==> config.mk <==
export PLATFORM = sky130hd
export DESIGN_NAME = mem_arbiter
export DESIGN_NICKNAME = d
export VERILOG_FILES = /design/src/rtl/mem_arbiter.sv
export SDC_FILE = /design/constraint.sdc
export NUM_CORES = 1
export LEC_CHECK = 0
export CAP_MARGIN = 25
export CORE_AREA = 2 2 104 106
export CTS_CLUSTER_DIAMETER = 40
export DETAILED_ROUTE_END_ITERATION = 8
export DIE_AREA = 0 0 106 108
export GPL_TIMING_DRIVEN = 0
export PLACE_DENSITY_LB_ADDON = 0.12
export SLEW_MARGIN = 20
export SYNTH_ARGS = -nofsm -noshare
export SYNTH_HDL_FRONTEND = slang
export SYNTH_SLANG_ARGS = --single-unit
==> constraint.sdc <==
create_clock -name clk -period 2 [get_ports clk]
set_input_delay 0.4 -clock clk [delete_from_list [all_inputs] [get_ports clk]]
set_output_delay 0.4 -clock clk [all_outputs]
set_load 0.02 [all_outputs]
==> src/rtl/mem_arbiter.sv <==
// rtl/mem_arbiter.sv - single-port memory arbiter between instruction fetch and load/store
//
// Optional feature macro: MEM_ARB_RR_EN (round-robin on contention instead of fixed data priority)
//
// Ports:
//   clk, rst_n                  clock, asynchronous active-low reset
//   if_req/if_addr              fetch request and word address
//   if_gnt/if_rvalid/if_rdata   fetch accept, response valid, response data
//   d_req/d_we/d_addr/d_wdata   load/store request, write enable, byte address, store data
//   d_gnt/d_rvalid/d_rdata      load/store accept, load response valid, load data
//   mem_addr/mem_we/mem_wdata   memory request side
//   mem_rdata                   memory read data, one cycle after the address
//   hold                        fetch requested but not granted this cycle
//   block_inst                  registered hold; decoder substitutes a bubble
module mem_arbiter #(
    parameter int DATA_W = 32,
    parameter int ADDR_W = 32
) (
    input  logic              clk,
    input  logic              rst_n,
    input  logic              if_req,
    input  logic [ADDR_W-3:0] if_addr,
    output logic              if_gnt,
    output logic              if_rvalid,
    output logic [DATA_W-1:0] if_rdata,
    input  logic              d_req,
    input  logic              d_we,
    input  logic [ADDR_W-1:0] d_addr,
    input  logic [DATA_W-1:0] d_wdata,
    output logic              d_gnt,
    output logic              d_rvalid,
    output logic [DATA_W-1:0] d_rdata,
    output logic [ADDR_W-1:0] mem_addr,
    output logic              mem_we,
    output logic [DATA_W-1:0] mem_wdata,
    input  logic [DATA_W-1:0] mem_rdata,
    output logic              hold,
    output logic              block_inst
);

    typedef enum logic [1:0] {
        IDLE  = 2'd0,
        RD_IF = 2'd1,
        RD_D  = 2'd2,
        WR_D  = 2'd3
    } state_t;

    state_t state;
    state_t state_next;
    logic   d_win;

`ifdef MEM_ARB_RR_EN
    // rr_if=1 means the fetch side wins the next contended cycle.
    logic rr_if;

    assign d_win = d_req & ~(if_req & rr_if);

    // Only contended cycles move the pointer; the winner always yields next time.
    always_ff @(posedge clk or negedge rst_n) begin
        if (!rst_n) begin
            rr_if <= 1'b0;
        end else if (if_req && d_req) begin
            rr_if <= ~rr_if;
        end
    end
`else
    assign d_win = d_req;
`endif

    always_ff @(posedge clk or negedge rst_n) begin
        if (!rst_n) begin
            state      <= IDLE;
            block_inst <= 1'b0;
        end else begin
            state      <= state_next;
            block_inst <= hold;
        end
    end

    always_comb begin
        d_gnt      = d_win;
        if_gnt     = if_req & ~d_win;
        hold       = if_req & ~if_gnt;
        mem_addr   = {if_addr, 2'b00};
        mem_we     = 1'b0;
        mem_wdata  = '0;
        state_next = IDLE;
        if_rvalid  = 1'b0;
        if_rdata   = '0;
        d_rvalid   = 1'b0;
        d_rdata    = '0;

        if (d_gnt) begin
            mem_addr   = d_addr;
            // Write strobe is suppressed during reset so memory is never corrupted.
            mem_we     = d_we & rst_n;
            mem_wdata  = d_we ? d_wdata : '0;
            state_next = d_we ? WR_D : RD_D;
        end else if (if_gnt) begin
            state_next = RD_IF;
        end

        // The state names last cycle's transaction, so the response simply forwards memory data.
        case (state)
            RD_IF: begin
                if_rvalid = 1'b1;
                if_rdata  = mem_rdata;
            end
            RD_D: begin
                d_rvalid = 1'b1;
                d_rdata  = mem_rdata;
            end
            default: ;
        endcase
    end

endmodule

After elaboration in Yosys (flattened, before gate mapping)
Index checks and enable logic that the tools add are counted.
- register bits after elaboration: 3
- bits of input ports: 131
- word-level logic and storage cells: 20
- equal/unequal tests: 2
- multiplexer cells: 11
- bitwise logic cells: 5
- operator list (operator ; number):
    two-way mux 32 bit ; 5
    two-way mux 1 bit ; 5
    AND 1 bit ; 3
    equality test 2 x 1 -> 1 bit, second input constant ; 1
    equality test 2 bit, second input constant ; 1
    two-way mux 2 bit ; 1
    NOT 1 bit ; 2

Depth between registers and ports, before layout
Gate-level depths: netlist of the first run.
- depth in word-level cells: 4
- mapped depth: 3
- gate-level depth less buffers: 1

Least setup slack after synthesis of the first run
Ideal clock, no wire load.
- path type: flip-flop to output port
- start point: reg state[0]
- end point: out if_rvalid
- data arrival time: 0.990 ns
- setup slack: 0.610 ns
- stages on the path, launching flop included: 4
- path through: dfrtp_1 -> buf_2 -> clkbuf_2 -> nor2b_1
- word-level cells in the longest chain between the ends: 2
- ends and longest elaborated chain (what ; line ; source):
    start, declared ; 48 ; state_t state;
    start signal, assigned ; 75 ; state <= state_next;
    equality test 2 x 1 -> 1 bit ; 104 ; case (state)
    two-way mux 1 bit ; 104 ;
    end, declared ; 24 ; output logic if_rvalid,
No other way between the ends.

Worst setup path in the final report of the first run
- start point: reg state[1]
- end point: out if_rdata[19]
- word-level cells in the longest chain between the ends: 2
- ends and longest elaborated chain (what ; line ; source):
    equality test 2 x 1 -> 1 bit ; 104 ;
    two-way mux 32 bit ; 104 ;
    end, declared ; 25 ; output logic [DATA_W-1:0] if_rdata,
No other way between the ends.

==> flow_summary.html, run 1 <==
<table>
<tr><th>Metric</th><th>Value</th></tr>
<tr><th colspan="2">Logic synthesis</th></tr>
<tr><td>Synthesis-stage register bit count</td><td>3</td></tr>
<tr><td>Post-Synthesis Net Count</td><td>293</td></tr>
<tr><td>Cells after Synth</td><td>162</td></tr>
<tr><td>Mean cell area of the mapped netlist</td><td>8.47 µm²</td></tr>
<tr><td>Synth Warn #</td><td>0</td></tr>
<tr><td>Mapped cell area</td><td>0.00137 mm²</td></tr>
<tr><td>Sequential element share of the synthesized area</td><td>0.0547</td></tr>
<tr><td>Distinct cell type count after synthesis</td><td>11</td></tr>
<tr><th colspan="2">Final layout</th></tr>
<tr><td>Nets</td><td>563</td></tr>
<tr><td>Ant. Diodes</td><td>0</td></tr>
<tr><td>Highest-count cells in the layout ignoring fill and taps</td><td>clkdlybuf4s50_1 (130), dlygate4sd2_1 (124), and3b_1 (64)</td></tr>
<tr><td>Fraction of layout instances using a drive strength above 1</td><td>0.142</td></tr>
<tr><td>Final Util</td><td>0.402</td></tr>
<tr><td>Final cell count without fillers</td><td>567</td></tr>
<tr><td>Most common library cell in the layout ignoring fill and taps</td><td>clkdlybuf4s50_1</td></tr>
<tr><td>Area growth syn-to-layout</td><td>200%</td></tr>
<tr><th colspan="2">STA</th></tr>
<tr><td>Setup Viol. Count Final</td><td>0</td></tr>
<tr><td>Setup repair after global routing missed its margin</td><td>false</td></tr>
<tr><td>Sum Neg Setup Slack</td><td>0 ns</td></tr>
<tr><td>Post-layout min period</td><td>1.91 ns</td></tr>
<tr><td>Slew Viols, Final</td><td>0</td></tr>
<tr><td>Number of hold violations in the final report</td><td>0</td></tr>
<tr><td>Worst slew pin tran</td><td>0.363 ns</td></tr>
<tr><td>Slew headroom</td><td>0.758</td></tr>
<tr><td>FMAX</td><td>523 MHz</td></tr>
<tr><td>Post-route clock period utilization</td><td>0.955</td></tr>
<tr><td>Worst path setup slack after routing</td><td>0.0897 ns</td></tr>
<tr><th colspan="2">Detailed routing</th></tr>
<tr><td>TritonRoute pass-1 iters</td><td>2</td></tr>
<tr><td>Total number of vias</td><td>2335</td></tr>
<tr><td>Detailed Route WL</td><td>8410 µm</td></tr>
<tr><td>Number of design rule violations left after detail routing</td><td>0</td></tr>
<tr><td>Vias per std cell</td><td>4.12</td></tr>
<tr><td>Remaining antenna violation count</td><td>0</td></tr>
<tr><td>Routed wirelength normalized by instance count</td><td>14.8 µm</td></tr>
<tr><td>Number of DRC violations after detailed-routing iteration 0</td><td>23</td></tr>
<tr><th colspan="2">Critical path</th></tr>
<tr><td>Chain of cells forming the critical path</td><td>clkbuf_4 -&gt; buf_2 -&gt; and3b_1 -&gt; clkdlybuf4s15_1</td></tr>
<tr><td>Kind of start point of the critical path</td><td>flip-flop</td></tr>
<tr><td>Crit Path Max Fanout</td><td>10</td></tr>
<tr><td>Slowest stage delay, CP</td><td>0.38 ns</td></tr>
<tr><td>Endpoint required time on the critical path</td><td>1.60 ns</td></tr>
<tr><td>Category of the critical setup timing path</td><td>flip-flop to output pin</td></tr>
<tr><td>CP Data Arrival Time</td><td>1.51 ns</td></tr>
<tr><td>Cell with the biggest individual delay on the critical path</td><td>dfrtp_1</td></tr>
<tr><td>Kind of capture point of the worst setup path</td><td>output pin</td></tr>
<tr><th colspan="2">Die</th></tr>
<tr><td>Starting density of the core</td><td>0.134</td></tr>
<tr><td>Total core area</td><td>0.0102 mm²</td></tr>
<tr><td>Die width</td><td>106 µm</td></tr>
<tr><td>Overall die height</td><td>108 µm</td></tr>
<tr><td>Die Footprint</td><td>0.0114 mm²</td></tr>
<tr><td>Std-Cell Rows</td><td>37</td></tr>
<tr><td>Number of primary I/O pins</td><td>266</td></tr>
<tr><th colspan="2">Global route</th></tr>
<tr><td>Total gr overflow</td><td>0</td></tr>
<tr><td>Total routing usage reported by global routing</td><td>0.135</td></tr>
<tr><td>First-pass GRT wire length</td><td>12500 µm</td></tr>
<tr><td>Initial antenna violation count</td><td>0</td></tr>
<tr><td>Maximum number of pins on one net before global-route repair</td><td>11</td></tr>
<tr><td>Number of global-route vias before repair</td><td>2458</td></tr>
<tr><th colspan="2">Job</th></tr>
<tr><td>Count of maximum capacitance violations</td><td>0</td></tr>
<tr><th colspan="2">Placement</th></tr>
<tr><td>Placed cell count</td><td>563</td></tr>
<tr><td>Port Buf Inserts</td><td>265</td></tr>
<tr><td>GPL Wtd Cong</td><td>0.707</td></tr>
<tr><td>HPWL after detailed placement</td><td>7380 µm</td></tr>
<tr><td>Worst slack at placement</td><td>-0.732 ns</td></tr>
<tr><th colspan="2">Power and ir drop</th></tr>
<tr><td>Worst vdd rail ir drop</td><td>128 µV</td></tr>
<tr><td>Leakage</td><td>2.37 nW</td></tr>
<tr><td>Power density over cell area</td><td>269 mW/mm²</td></tr>
<tr><th colspan="2">Clock tree</th></tr>
<tr><td>CTS buffer count</td><td>3</td></tr>
<tr><td>Reg clk slew, reported paths</td><td>0.03 ns</td></tr>
<tr><td>Number of buffers added for setup after CTS</td><td>0</td></tr>
<tr><td>Htree depth</td><td>1</td></tr>
<tr><td>Root Driver</td><td>clkbuf_8</td></tr>
<tr><td>TritonCTS clock tree</td><td>yes</td></tr>
<tr><td>Deepest clock path buffer count</td><td>2</td></tr>
<tr><td># clock sinks</td><td>3</td></tr>
<tr><th colspan="2">Run status</th></tr>
<tr><td>Run status</td><td>completed</td></tr>
<tr><th colspan="2">Worst hold path</th></tr>
<tr><td>Classification of the worst-slack hold path</td><td>input pin to asynchronous set/reset pin</td></tr>
</table>
[sequential cells by signal, indices dropped and copies added, names as in the netlist]
register	cells
state	2
block_inst	1
[power by group]
part | internal [W] | switching, W
Combinational | 0.000485 | 0.000383
Clock | 0.000136 | 0.0000365
Sequential | 0.0000648 | 0.00000225
[path summary, 6_finish.rpt]
check	start	to	slack [ns]	cells after the start
min	rst_n	block_inst	0.39	1
min in group clk	d_req	state[1]	0.43	1
max in group asynchronous	rst_n	state[0]	1.45	1
max	state[1]	if_rdata[19]	0.09	4
[area by class of cell]
cell class              instances  area, µm²
plain buffers                  25        178
flip-flops and latches          3       75.1
well taps                     136        170
fillers                      1095       6120
repair buffers                265       2490
multi-input cells             134       1150
clock buffers                   4       45.0
[worst max-delay path: cells and delay by family, from the launching register on]
| kind | cells | cell delay (ns) |
|---|---|---|
| buffers and inverters | 3 | 0.67 |
| DFF | 1 | 0.38 |
| and+or+nand+nor | 1 | 0.25 |
[kinds of logic (layout without fill, tap and decap cells)]
logic type             count (synthesis)  count (layout)  synth area share
and+or+nand+nor                      103             103             0.586
muxes                                 31              31             0.254
buffers and inverters                 25             294             0.105
DFF                                    3               3            0.0547
[cells in the mapped netlist, drive strengths merged]
cell | count | area [µm²]
and2 | 3 | 18.8
and3 | 33 | 206
and3b | 64 | 561
buf | 14 | 98.8
clkbuf | 11 | 45.0
dfrtp | 3 | 75.1
mux2 | 31 | 349
nor2b | 3 | 18.8
[through the flow]
| stage | hold slack [ns] | power (W) | instance area (µm²) |
|---|---|---|---|
| after global routing | 0.401 | 0.00118 | 4110 |
| after CTS | 0.389 | 0.00113 | 4110 |
| final | 0.386 | 0.00111 | 4110 |
| after global placement | 0.607 | 0.00104 | 4200 |
| after detailed placement | 0.613 | 0.00104 | 4200 |
| after floorplan | 0.104 | 0.000459 | 1370 |
[metal layers]
layer / track usage / part of all wire / routed length, µm
met5: 0 / 0 / 0
met4: 0.0122 / 0.0057 / 48
met3: 0.0591 / 0.13 / 1060
met2: 0.290 / 0.56 / 4730
met1: 0.118 / 0.31 / 2570
[timing repair]
item,CTS,global route
resized for setup,153,13
setup endpoints to repair,134,63
gates cloned,0,0
endpoints found under the hold margin,0,0
hold buffers,0,0
(Power assumes the default switching activity.)
==> run 2: changes to the inputs <==
--- a/config.mk
+++ b/config.mk
@@ -11,7 +11,8 @@
 export DETAILED_ROUTE_END_ITERATION = 8
 export DIE_AREA = 0 0 106 108
 export GPL_TIMING_DRIVEN = 0
-export PLACE_DENSITY_LB_ADDON = 0.12
+export PLACE_DENSITY = 0.63
+export SETUP_SLACK_MARGIN = 0.4
 export SLEW_MARGIN = 20
 export SYNTH_ARGS = -nofsm -noshare
 export SYNTH_HDL_FRONTEND = slang
==> run 2 against run 1 <==
Compared with the run above: maximum frequency rose by 12%; power rose by 16%; sequential power is 2% higher; via count grew 4.3%; wire length increased by 15%; sequential share of layout area is 0.15 points lower; critical endpoint is now if_rdata[24].
==> flow_summary.html, run 2 (synthesis gave the netlist of run 1 again) <==
<table>
<tr><th>Metric</th><th>Value</th></tr>
<tr><th colspan="2">Placement</th></tr>
<tr><td>Worst slack at placement</td><td>-0.684 ns</td></tr>
<tr><td>HPWL after detailed placement</td><td>7830 µm</td></tr>
<tr><td>Port Buf Inserts</td><td>265</td></tr>
<tr><td>GPL Wtd Cong</td><td>0.827</td></tr>
<tr><td>Placed cell area</td><td>0.00420 mm²</td></tr>
<tr><th colspan="2">Clock tree</th></tr>
<tr><td>CTS buffer count</td><td>3</td></tr>
<tr><td>Hold buffers post-CTS</td><td>0</td></tr>
<tr><td>Reg clk slew, reported paths</td><td>0.03 ns</td></tr>
<tr><td>TritonCTS clock tree</td><td>yes</td></tr>
<tr><td>Deepest clock path buffer count</td><td>2</td></tr>
<tr><td>Htree depth</td><td>1</td></tr>
<tr><td># clock sinks</td><td>3</td></tr>
<tr><td>Root Driver</td><td>clkbuf_8</td></tr>
<tr><th colspan="2">Power and ir drop</th></tr>
<tr><td>Leakage</td><td>2.83 nW</td></tr>
<tr><td>Power density over cell area</td><td>282 mW/mm²</td></tr>
<tr><td>Worst vdd rail ir drop</td><td>146 µV</td></tr>
<tr><th colspan="2">Detailed routing</th></tr>
<tr><td>Remaining antenna violation count</td><td>0</td></tr>
<tr><td>Detailed Route WL</td><td>9700 µm</td></tr>
<tr><td>Number of DRC violations after detailed-routing iteration 0</td><td>49</td></tr>
<tr><td>Number of design rule violations left after detail routing</td><td>0</td></tr>
<tr><td>TritonRoute pass-1 iters</td><td>4</td></tr>
<tr><td>Vias per std cell</td><td>4.22</td></tr>
<tr><td>Routed wirelength normalized by instance count</td><td>16.8 µm</td></tr>
<tr><td>Total number of vias</td><td>2435</td></tr>
<tr><th colspan="2">Die</th></tr>
<tr><td>Overall die height</td><td>108 µm</td></tr>
<tr><td>Total core area</td><td>0.0102 mm²</td></tr>
<tr><td>Std-Cell Rows</td><td>37</td></tr>
<tr><td>Starting density of the core</td><td>0.134</td></tr>
<tr><td>Die width</td><td>106 µm</td></tr>
<tr><td>Number of primary I/O pins</td><td>266</td></tr>
<tr><td>Die Footprint</td><td>0.0114 mm²</td></tr>
<tr><th colspan="2">Worst hold path</th></tr>
<tr><td>Classification of the worst-slack hold path</td><td>input pin to asynchronous set/reset pin</td></tr>
<tr><th colspan="2">Critical path</th></tr>
<tr><td>Crit Path Max Fanout</td><td>5</td></tr>
<tr><td>Endpoint required time on the critical path</td><td>1.60 ns</td></tr>
<tr><td>Cell repeated most along the worst path</td><td>buf_4</td></tr>
<tr><td>Category of the critical setup timing path</td><td>flip-flop to output pin</td></tr>
<tr><td>CP Data Arrival Time</td><td>1.30 ns</td></tr>
<tr><td>Chain of cells forming the critical path</td><td>buf_4 -&gt; buf_6 -&gt; and3b_1 -&gt; buf_4</td></tr>
<tr><td>Cell with the biggest individual delay on the critical path</td><td>dfrtp_2</td></tr>
<tr><td>Kind of capture point of the worst setup path</td><td>output pin</td></tr>
<tr><td>Slowest stage delay, CP</td><td>0.43 ns</td></tr>
<tr><td>Kind of start point of the critical path</td><td>flip-flop</td></tr>
<tr><th colspan="2">STA</th></tr>
<tr><td>Slew headroom</td><td>0.837</td></tr>
<tr><td>Setup Viol. Count Final</td><td>0</td></tr>
<tr><td>Setup repair after global routing missed its margin</td><td>true</td></tr>
<tr><td>FMAX</td><td>587 MHz</td></tr>
<tr><td>Post-route clock period utilization</td><td>0.852</td></tr>
<tr><td>Worst slew pin tran</td><td>0.244 ns</td></tr>
<tr><td>Slew Viols, Final</td><td>0</td></tr>
<tr><td>Post-layout min period</td><td>1.70 ns</td></tr>
<tr><td>Number of hold violations in the final report</td><td>0</td></tr>
<tr><td>Worst path setup slack after routing</td><td>0.296 ns</td></tr>
<tr><th colspan="2">Global route</th></tr>
<tr><td>Maximum number of pins on one net before global-route repair</td><td>11</td></tr>
<tr><td>Total gr overflow</td><td>0</td></tr>
<tr><td>Total routing usage reported by global routing</td><td>0.149</td></tr>
<tr><td>First-pass GRT wire length</td><td>13500 µm</td></tr>
<tr><td>Grt peak-use layer</td><td>met2</td></tr>
<tr><td>Number of global-route vias before repair</td><td>2537</td></tr>
<tr><td>Global routing met3 resource utilization</td><td>0.0464</td></tr>
<tr><td>Initial antenna violation count</td><td>0</td></tr>
<tr><td>Met1 track demand over resource in global routing</td><td>0.154</td></tr>
<tr><td>GR Layer Usage met2</td><td>0.291</td></tr>
<tr><th colspan="2">Final layout</th></tr>
<tr><td>Reg with most FFs</td><td>state</td></tr>
<tr><td>Regs by FF count</td><td>state (2), block_inst (1)</td></tr>
<tr><td>Fraction of layout instances using a drive strength above 1</td><td>0.488</td></tr>
<tr><td>Multi-input logic area</td><td>0.00129 mm²</td></tr>
<tr><td>Nets</td><td>573</td></tr>
<tr><td>Ant. Diodes</td><td>0</td></tr>
<tr><td>Most common library cell in the layout ignoring fill and taps</td><td>buf_6</td></tr>
<tr><td>Flip-flop count of the largest register after layout</td><td>2</td></tr>
<tr><td>Highest-count cells in the layout ignoring fill and taps</td><td>buf_6 (91), clkdlybuf4s50_1 (65), and3b_1 (58)</td></tr>
<tr><td>Area growth syn-to-layout</td><td>232%</td></tr>
<tr><td>Post-route standard cell area excluding fillers</td><td>0.00456 mm²</td></tr>
<tr><td>Fillers</td><td>1021</td></tr>
<tr><td>Storage element area</td><td>76.3 µm²</td></tr>
<tr><th colspan="2">Run status</th></tr>
<tr><td>Run status</td><td>completed</td></tr>
<tr><th colspan="2">Job</th></tr>
<tr><td>Count of maximum capacitance violations</td><td>0</td></tr>
</table>
[run 2: layout make-up]
class	instances	share of cell area
Clock buffer	4	0.00989
Timing Repair Buffer	275	0.595
Buffer	25	0.0588
Sequential cell	3	0.0168
Multi-Input combinational cell	134	0.283
Tap cell	136	0.0374
[run 2: where the power goes]
part	switching (W)	internal [W]	leakage, nW
combinational	0.000435	0.000609	2.77
clock	0.0000363	0.000136	0.0228
sequential	0.00000356	0.0000650	0.0352
total	0.000475	0.000810	2.83
[run 2: through the flow]
| step | hold WS, ns | TNS (ns) | utilization | total power, W | cells |
|---|---|---|---|---|---|
| after floorplan | 0.104 | 0 | - | 0.000459 | 162 |
| after global placement | 0.598 | -42.69 | 0.410 | 0.00104 | 563 |
| after detailed placement | 0.605 | -42.70 | 0.410 | 0.00104 | 563 |
| after CTS | 0.114 | 0 | 0.413 | 0.00125 | 572 |
| after global routing | 0.121 | 0 | 0.445 | 0.00135 | 577 |
| final | 0.114 | 0 | 0.445 | 0.00128 | 577 |
[run 2: worst paths after layout]
check	startpoint	endpoint	slack [ns]	cells after the start
worst max-delay path	state[1]	if_rdata[24]	0.30	4
worst min-delay path	rst_n	state[1]	0.11	1
max in group asynchronous	rst_n	state[1]	1.72	1
min in group clk	d_req	state[1]	0.37	1
[run 2: metal layers]
layer  wire length [µm]  share of wire
met5                  0              0
met3                907          0.093
met1               3450           0.36
met2               5180           0.53
met4                166          0.017
[run 2: worst max-delay path, delay by kind of cell (launching register included)]
| family | cells | cell delay, ns |
|---|---|---|
| AND/OR/NAND/NOR | 1 | 0.21 |
| flip-flops | 1 | 0.43 |
| buffers and inverters | 3 | 0.45 |
[run 2: timing repair]
item | CTS | global route
setup endpoints to repair | 134 | 107
gates resized for setup | 766 | 114
pin swaps | 11 | 7
setup buffers | 0 | 2
gates cloned | 5 | 3
==> run 3: changes to the inputs <==
--- a/config.mk
+++ b/config.mk
@@ -5,7 +5,7 @@
 export SDC_FILE = /design/constraint.sdc
 export NUM_CORES = 1
 export LEC_CHECK = 0
-export CAP_MARGIN = 25
+export CAP_MARGIN = 20
 export CORE_AREA = 2 2 104 106
 export CTS_CLUSTER_DIAMETER = 40
 export DETAILED_ROUTE_END_ITERATION = 8
==> constraint.sdc (replaced) <==
create_clock -name clk -period 2 [get_ports clk]
set_input_delay 0.6 -clock clk [delete_from_list [all_inputs] [get_ports clk]]
set_output_delay 0.6 -clock clk [all_outputs]
set_load 0.02 [all_outputs]
==> run 3 against run 2 <==
Compared with the run above: highest routed layer unchanged; cell area increased by 11%; critical endpoint is now mem_addr[25]; first-iteration DRC count shrank 37%; non-clock buffer count is 11 higher.
==> flow_summary.html, run 3 (synthesis gave the netlist of run 1 again) <==
<table>
<tr><th>Metric</th><th>Value</th></tr>
<tr><th colspan="2">Final layout</th></tr>
<tr><td>Fraction of layout instances using a drive strength above 1</td><td>0.562</td></tr>
<tr><td>Post-route standard cell area excluding fillers</td><td>0.00506 mm²</td></tr>
<tr><td>Fillers</td><td>991</td></tr>
<tr><td>Final Util</td><td>0.494</td></tr>
<tr><td>Regs by FF count</td><td>state (2), block_inst (1)</td></tr>
<tr><td>Flip-flop count of the largest register after layout</td><td>2</td></tr>
<tr><td>Highest-count cells in the layout ignoring fill and taps</td><td>buf_6 (147), dlygate4sd2_1 (123), and3b_1 (64)</td></tr>
<tr><td>Reg with most FFs</td><td>state</td></tr>
<tr><td>Nets</td><td>584</td></tr>
<tr><td>Area growth syn-to-layout</td><td>269%</td></tr>
<tr><td>Most common library cell in the layout ignoring fill and taps</td><td>buf_6</td></tr>
<tr><td>Ant. Diodes</td><td>0</td></tr>
<tr><td>Final cell count without fillers</td><td>588</td></tr>
<tr><th colspan="2">Global route</th></tr>
<tr><td>Total routing usage reported by global routing</td><td>0.138</td></tr>
<tr><td>First-pass GRT wire length</td><td>13000 µm</td></tr>
<tr><td>Number of global-route vias before repair</td><td>2555</td></tr>
<tr><td>Initial antenna violation count</td><td>0</td></tr>
<tr><td>Maximum number of pins on one net before global-route repair</td><td>11</td></tr>
<tr><td>Total gr overflow</td><td>0</td></tr>
<tr><th colspan="2">Clock tree</th></tr>
<tr><td>TritonCTS clock tree</td><td>yes</td></tr>
<tr><td>Reg clk slew, reported paths</td><td>0.03 ns</td></tr>
<tr><td># clock sinks</td><td>3</td></tr>
<tr><td>Hold buffers post-CTS</td><td>0</td></tr>
<tr><td>CTS buffer count</td><td>3</td></tr>
<tr><td>Deepest clock path buffer count</td><td>2</td></tr>
<tr><td>Root Driver</td><td>clkbuf_8</td></tr>
<tr><td>Htree depth</td><td>1</td></tr>
<tr><th colspan="2">Critical path</th></tr>
<tr><td>Category of the critical setup timing path</td><td>input pin to output pin</td></tr>
<tr><td>Kind of capture point of the worst setup path</td><td>output pin</td></tr>
<tr><td>CP Data Arrival Time</td><td>1.32 ns</td></tr>
<tr><td>Crit Path Max Fanout</td><td>5</td></tr>
<tr><td>Endpoint required time on the critical path</td><td>1.40 ns</td></tr>
<tr><td>Kind of start point of the critical path</td><td>input pin</td></tr>
<tr><th colspan="2">Power and ir drop</th></tr>
<tr><td>Post-layout power</td><td>0.00138 W</td></tr>
<tr><td>Worst vdd rail ir drop</td><td>154 µV</td></tr>
<tr><td>Clock share of power</td><td>0.126</td></tr>
<tr><td>Switching power as a share of total power</td><td>0.366</td></tr>
<tr><td>Leakage</td><td>2.82 nW</td></tr>
<tr><td>Part of the power in registers</td><td>0.050</td></tr>
<tr><td>Internal Dissipation</td><td>0.000876 W</td></tr>
<tr><td>Net load switching power</td><td>0.000506 W</td></tr>
<tr><td>Power density over cell area</td><td>273 mW/mm²</td></tr>
<tr><td>Fraction of power consumed by combinational cells</td><td>0.825</td></tr>
<tr><th colspan="2">Die</th></tr>
<tr><td>Die Footprint</td><td>0.0114 mm²</td></tr>
<tr><td>Die width</td><td>106 µm</td></tr>
<tr><td>Starting density of the core</td><td>0.134</td></tr>
<tr><td>Total core area</td><td>0.0102 mm²</td></tr>
<tr><td>Std-Cell Rows</td><td>37</td></tr>
<tr><td>Overall die height</td><td>108 µm</td></tr>
<tr><td>Number of primary I/O pins</td><td>266</td></tr>
<tr><th colspan="2">Detailed routing</th></tr>
<tr><td>Detailed Route WL</td><td>9320 µm</td></tr>
<tr><td>Number of DRC violations after detailed-routing iteration 0</td><td>31</td></tr>
<tr><td>Total number of vias</td><td>2469</td></tr>
<tr><td>Routed wirelength normalized by instance count</td><td>15.9 µm</td></tr>
<tr><td>Number of design rule violations left after detail routing</td><td>0</td></tr>
<tr><td>Remaining antenna violation count</td><td>0</td></tr>
<tr><td>TritonRoute pass-1 iters</td><td>2</td></tr>
<tr><td>Vias per std cell</td><td>4.20</td></tr>
<tr><th colspan="2">STA</th></tr>
<tr><td>Post-route clock period utilization</td><td>0.958</td></tr>
<tr><td>Setup repair after global routing missed its margin</td><td>true</td></tr>
<tr><td>Post-layout min period</td><td>1.92 ns</td></tr>
<tr><td>Setup Viol. Count Final</td><td>0</td></tr>
<tr><td>Number of hold violations in the final report</td><td>0</td></tr>
<tr><td>FMAX</td><td>522 MHz</td></tr>
<tr><td>Slew Viols, Final</td><td>0</td></tr>
<tr><td>Slew headroom</td><td>0.838</td></tr>
<tr><td>Worst slew pin tran</td><td>0.242 ns</td></tr>
<tr><td>Minimum hold slack</td><td>0.185 ns</td></tr>
<tr><th colspan="2">Job</th></tr>
<tr><td>Count of maximum capacitance violations</td><td>0</td></tr>
<tr><th colspan="2">Placement</th></tr>
<tr><td>Port Buf Inserts</td><td>265</td></tr>
<tr><td>HPWL after detailed placement</td><td>7410 µm</td></tr>
<tr><td>Placed cell count</td><td>563</td></tr>
<tr><td>GPL Wtd Cong</td><td>0.743</td></tr>
<tr><td>Placed cell area</td><td>0.00451 mm²</td></tr>
<tr><th colspan="2">Run status</th></tr>
<tr><td>Run status</td><td>completed</td></tr>
<tr><th colspan="2">Worst hold path</th></tr>
<tr><td>Classification of the worst-slack hold path</td><td>input pin to asynchronous set/reset pin</td></tr>
</table>
[run 3: changes by cell type in the layout (fill, tap and decap cells not counted), moves of 4 or more]
| cell | delta |
|---|---|
| clkbuf_16 | +5 |
| buf_6 | +56 |
| clkdlybuf4s50_1 | -65 |
| buf_12 | +4 |
| buf_2 | -36 |
| and3b_2 | -6 |
| dlymetal6s2s_1 | -34 |
| and3_4 | +30 |
| dlygate4sd2_1 | +97 |
| buf_4 | -16 |
| and3_1 | -30 |
| and3b_1 | +6 |
[run 3: metrics by stage]
stage	TNS, ns	setup WS, ns
6_report	0	0.0847
5_1_grt	0	0.0679
4_1_cts	0	0.0657
3_5_place_dp	-105.92	-1.24
3_3_place_gp	-104.52	-1.22
2_1_floorplan	0	0.345
[run 3: path summary, 6_finish.rpt]
check / end / from / slack (ns)
hold / removal: state[1] / rst_n / 0.18
setup / recovery: mem_addr[25] / d_req / 0.08
max in group asynchronous: state[0] / rst_n / 1.70
min in group clk: state[1] / d_req / 0.66
[run 3: area by class of cell]
type                       instances  area [µm²]  area share
buffer                            25         332      0.0655
tap                              136         170      0.0336
multi-input combinational        134        1450       0.286
sequential                         3        75.1      0.0148
clock buffer                       4        45.0     0.00890
timing repair buffer             286        2990       0.591
[run 3: critical path: stages]
cell	delay (ns)
buf_16	0.13
clkbuf_16	0.16
mux2_4	0.30
buf_6	0.13
[run 3: power groups by stage]
stage	sequential, W	clock [W]	combinational, W
6_report	0.0000685	0.000174	0.00114
5_1_grt	0.0000691	0.000184	0.00120
4_1_cts	0.0000677	0.000177	0.00104
3_5_place_dp	0.0000679	0	0.00105
3_3_place_gp	0.0000679	0	0.00104
2_1_floorplan	0.0000683	0	0.000462
[run 3: per-layer routing]
metal  part of all wire  vias to the layer above  GRT usage
met5                  0                        -          0
li1                   -                     1178          -
met2               0.57                      155      0.289
met4             0.0051                        0     0.0235
met3               0.10                        4     0.0482
met1               0.32                     1132      0.129
[run 3: timing repair]
item                       CTS  global route
hold endpoints to repair     0             0
setup endpoints to repair  137           135
pin swaps                   54            18
cloned                       2            11
gates resized for setup    923           107
setup buffers                2             6
